$ cat config.mk
export PLATFORM = sky130hd
export DESIGN_NAME = demux1x2_8bits_rx
export DESIGN_NICKNAME = d
export VERILOG_FILES = /design/src/rtl/phy_rx_pkg.sv /design/src/rtl/demux1x2_8bits_rx.sv
export SDC_FILE = /design/constraint.sdc
export NUM_CORES = 1
export LEC_CHECK = 0
export CELL_PAD_IN_SITES_DETAIL_PLACEMENT = 1
export CELL_PAD_IN_SITES_GLOBAL_PLACEMENT = 2
export CORE_ASPECT_RATIO = 0.7
export CORE_MARGIN = 5
export CORE_UTILIZATION = 29
export DETAILED_ROUTE_END_ITERATION = 16
export PLACE_DENSITY_LB_ADDON = 0.1
export SYNTH_ARGS = -nofsm -noshare
export SYNTH_HDL_FRONTEND = slang
export SYNTH_SLANG_ARGS = --single-unit
$ cat constraint.sdc
create_clock -name clk -period 1.4 [get_ports clk]
set_input_delay 0.28 -clock clk [delete_from_list [all_inputs] [get_ports clk]]
set_output_delay 0.28 -clock clk [all_outputs]
set_load 0.005 [all_outputs]
$ cat src/rtl/phy_rx_pkg.sv
// Shared definitions for the receive-side lane unstriper.
package phy_rx_pkg;

    localparam int unsigned DEF_WIDTH      = 8;
    localparam int unsigned DEF_LOSS_LIMIT = 4;

    typedef enum logic {
        ST_HUNT = 1'b0,
        ST_RUN  = 1'b1
    } state_e;

    localparam logic LANE0 = 1'b0;
    localparam logic LANE1 = 1'b1;

endpackage

$ cat src/rtl/demux1x2_8bits_rx.sv
// Splits the interleaved TX byte stream back into lane 0 / lane 1, recovering
// slot phase from the first valid byte and emitting completed pairs aligned.
module demux1x2_8bits_rx
    import phy_rx_pkg::*;
#(
    parameter int unsigned WIDTH      = DEF_WIDTH,
    parameter int unsigned LOSS_LIMIT = DEF_LOSS_LIMIT
) (
    input  logic             clk,
    input  logic             reset,
    input  logic [WIDTH-1:0] data_in,
    input  logic             valid_in,
    output logic [WIDTH-1:0] data_out0,
    output logic [WIDTH-1:0] data_out1,
    output logic             valid_out0,
    output logic             valid_out1,
    output logic             locked
);

    localparam int unsigned CNT_W = $clog2(LOSS_LIMIT + 1);

    state_e             state_q, state_d;
    logic               sel_q, sel_d;
    logic [WIDTH-1:0]   stage0_q, stage0_d;
    logic               stage0_v_q, stage0_v_d;
    logic [CNT_W-1:0]   inv_cnt_q, inv_cnt_d;
    logic [CNT_W-1:0]   inv_next;
    logic [WIDTH-1:0]   dout0_q, dout0_d;
    logic [WIDTH-1:0]   dout1_q, dout1_d;
    logic               vout0_q, vout0_d;
    logic               vout1_q, vout1_d;

    always_ff @(posedge clk or negedge reset) begin
        if (!reset) begin
            state_q    <= ST_HUNT;
            sel_q      <= LANE0;
            stage0_q   <= '0;
            stage0_v_q <= 1'b0;
            inv_cnt_q  <= '0;
            dout0_q    <= '0;
            dout1_q    <= '0;
            vout0_q    <= 1'b0;
            vout1_q    <= 1'b0;
        end else begin
            state_q    <= state_d;
            sel_q      <= sel_d;
            stage0_q   <= stage0_d;
            stage0_v_q <= stage0_v_d;
            inv_cnt_q  <= inv_cnt_d;
            dout0_q    <= dout0_d;
            dout1_q    <= dout1_d;
            vout0_q    <= vout0_d;
            vout1_q    <= vout1_d;
        end
    end

    always_comb begin
        state_d    = state_q;
        sel_d      = sel_q;
        stage0_d   = stage0_q;
        stage0_v_d = stage0_v_q;
        inv_cnt_d  = inv_cnt_q;
        dout0_d    = dout0_q;
        dout1_d    = dout1_q;
        vout0_d    = 1'b0;
        vout1_d    = 1'b0;
        inv_next   = (inv_cnt_q == CNT_W'(LOSS_LIMIT)) ? inv_cnt_q : inv_cnt_q + CNT_W'(1);

        case (state_q)
            ST_HUNT: begin
                sel_d     = LANE0;
                inv_cnt_d = '0;
                // First valid byte defines slot phase: it is a lane 0 byte.
                if (valid_in) begin
                    stage0_d   = data_in;
                    stage0_v_d = 1'b1;
                    sel_d      = LANE1;
                    state_d    = ST_RUN;
                end
            end
            ST_RUN: begin
                sel_d = ~sel_q;
                if (sel_q == LANE0) begin
                    stage0_d   = data_in;
                    stage0_v_d = valid_in;
                end else begin
                    vout0_d = stage0_v_q;
                    vout1_d = valid_in;
                    if (stage0_v_q) dout0_d = stage0_q;
                    if (valid_in)   dout1_d = data_in;
                end

                // A long enough idle gap means the TX phase can no longer be trusted.
                if (valid_in) begin
                    inv_cnt_d = '0;
                end else begin
                    inv_cnt_d = inv_next;
                    if (inv_next == CNT_W'(LOSS_LIMIT)) begin
                        state_d    = ST_HUNT;
                        sel_d      = LANE0;
                        stage0_v_d = 1'b0;
                    end
                end
            end
        endcase
    end

    assign data_out0  = dout0_q;
    assign data_out1  = dout1_q;
    assign valid_out0 = vout0_q;
    assign valid_out1 = vout1_q;
    assign locked     = (state_q == ST_RUN);

endmodule

==> flow_metrics.py <==
metrics = {
    "synth": {
        "yosys_register_bits": 32,
        "synthTopCellsByArea": "dfrtp_1 63%, mux2_2 21%, ha_1 2.0%",
        "syn_area_um2": 1281,
        "synth-warning-count": 0,
        "synth-seq-area-share_pct": 62.50,
        "synth_top_area_cell": "dfrtp_1",
        "synth_nets": 102,
        "synth.top_cell.area_share_pct": 62.50,
        "avgSynthCellArea_um2": 14.40,
        "ys_types": 22,
        "synthCells": 89,
    },
    "worst_setup_path": {
        "cp.required_ns": 1.57,
        "crit_path_end_kind": "register",
        "critPathMaxFanout": 4,
        "worstSetupPathType": "register to register",
        "arrival_ns": 1.64,
        "start_kind": "register",
    },
    "timing": {
        "tns_ns": -0.1817,
        "slew_headroom_pct": 80.62,
        "timing_hold_violations_final": 0,
        "setup_violations": 3,
        "worst_pin_slew_ns": 0.2904,
        "whs_ns": 0.3733,
        "drv_slew": 0,
        "max_freq_ghz": 0.6773,
        "fin_skew_ns": 0.004179,
        "min_period_ns": 1.477,
        "period_share_pct": 105.5,
        "setup_ws_ns": -0.07652,
        "rsz0062_at_grt": "true",
    },
    "placement": {
        "place_congestion": 0.7582,
        "post_dp_cell_area_um2": 1740,
        "port-buffer-count": 29,
        "dp_hpwl_um": 2006,
    },
    "routing": {
        "drt-pass1-iter-count": 4,
        "vias": 858,
        "wl_per_cell_um": 14.70,
        "drc": 0,
        "avgViaCountPerCell": 4.446,
        "first_iter_violations": 33,
        "drt-total-wl_um": 2837,
        "final_antenna_net_count": 0,
    },
    "cells_and_area": {
        "antenna_cells": 0,
        "layout_common_cells": "30 x dfrtp_1, 24 x mux2_2, 17 x dlygate4sd2_1, 10 x clkdlybuf4s50_1, 10 x buf_4",
        "syn2layout_area_growth_pct": 45.90,
        "final_nets": 150,
        "drive_gt1_share_pct": 39.86,
        "final_area_um2": 1869,
        "final_common_cell": "dfrtp_1",
    },
    "grt": {
        "grt_pass1_vias": 964,
        "grt_pass1_wl_um": 4823,
        "grt_max_degree": 33,
        "grt.overflow.total": 0,
        "grt_use_total_pct": 11.32,
        "antenna_found_initial": 0,
    },
    "run": {
        "maxCapViolCount": 0,
    },
    "clock_network": {
        "clk_path_buf_depth": 2,
        "root_buffer": "clkbuf_8",
        "cts_num_sinks": 32,
        "htreeDepth": 2,
        "numCtsBuffers": 5,
        "path_clk_slew_ns": 0.06,
        "cts_tree": "done",
        "worstSkewPairLatency_ns": 0.27,
    },
    "die": {
        "io_pins": 30,
        "die_h_um": 65.61,
        "start_util_pct": 29.77,
        "design.die.area_um2": 5868,
        "core_um2": 4304,
        "die_width_um": 89.45,
        "rows": 20,
    },
    "outcome": {
        "status": "finished, violations left",
        "violations": "setup timing",
    },
    "pwr": {
        "total_power_uw": 3919,
        "vdd_drop_max_v": 0.0007145,
        "p_leak_uw": 0.0008490,
        "power_density_nw_per_um2": 2096,
    },
    "min_path": {
        "min_path_type": "input pin to async pin",
    },
}
==> path summary, 6_finish.rpt <==
check                      slack, ns      endpoint  cells after the start    startpoint
max reg2reg                    -0.08         sel_q                      6  inv_cnt_q[0]
min reg2reg                     0.50  data_out1[5]                      1  data_out1[5]
max in group asynchronous       0.83  inv_cnt_q[0]                      2         reset
min in group clk                0.50  data_out1[5]                      1  data_out1[5]
min                             0.37  data_out0[7]                      2         reset
max                            -0.08         sel_q                      6  inv_cnt_q[0]
==> sequential cells by signal (all words and copies together), names as in the netlist <==
signal	cells
locked	1
data_out0	8
valid_out0	1
data_out1	8
inv_cnt_q	3
stage0_v_q	1
sel_q	1
valid_out1	1
stage0_q	8
==> where the power goes <==
part	total [uW]	internal (uW)	leakage, uW	switching (uW)
logic	1600	1010	0.000427	587
registers	1620	1370	0.000376	246
clock network	705	400	0.0000455	305
total	3920	2780	0.000849	1140
==> cell type report <==
type	count	area, um2
tap	55	68.82
timing repair buffer	43	411.6
clock buffer	8	90.09
multi-input combinational	51	480.5
inverter	4	15.01
fill	465	2435
sequential	32	803.3
==> per-layer routing <==
layer | up-vias | track usage [%] | share of wire [%]
met2 | 24 | 15.90 | 43
met4 | 0 | 4.461 | 1.7
met1 | 427 | 15.58 | 48
li1 | 401 | - | -
met3 | 6 | 4.261 | 6.6
met5 | - | 0 | 0
==> kinds of logic after synthesis <==
kind of cell | share of synthesized area (%)
adders and majority gates | 1.953
AOI/OAI and AO/OA | 4.004
DFF | 62.50
muxes | 21.88
xor gates and xnor gates | 0.6837
and+or+nand+nor | 6.836
buffers and inverters | 2.148
==> synthesized netlist by cell type <==
library cell	number
nor3_1	1
a21oi_1	2
or3_1	1
nand2b_1	1
mux2i_1	1
o31a_2	1
a21o_1	1
inv_1	4
buf_4	1
nand3_2	2
nand2_1	3
xnor2_1	1
o21a_1	2
ha_1	2
buf_2	1
nand3_1	1
dfrtp_1	32
nor2b_1	2
nand2_2	1
mux2_2	24
nor2_1	4
o2bb2ai_1	1
==> stage by stage <==
| step | setup WS [ns] | util (%) | std cells |
|---|---|---|---|
| 3_5_place_dp | -0.2211 | 40.44 | 181 |
| 4_1_cts | -0.05217 | 42.82 | 193 |
| 6_report | -0.07652 | 43.43 | 193 |
| 5_1_grt | -0.1384 | 43.43 | 193 |
| 2_1_floorplan | 0.004252 | - | 89 |
| 3_3_place_gp | -0.1889 | 40.44 | 181 |
==> critical path: stages (launching register included) <==
cell     delay (ns)
dfrtp_2        0.44
inv_2          0.09
ha_4           0.15
nand2_2        0.06
or3_1          0.32
o31a_2         0.14
o21a_1         0.17
==> repair_timing <==
action                     CTS  global route
setup endpoints to repair   20            12
hold buffers                 0             0
pin swaps                    0             5
gates resized for setup     20             7
setup buffers                4             1
hold endpoints to repair     0             0
(Power assumes the default switching activity.)
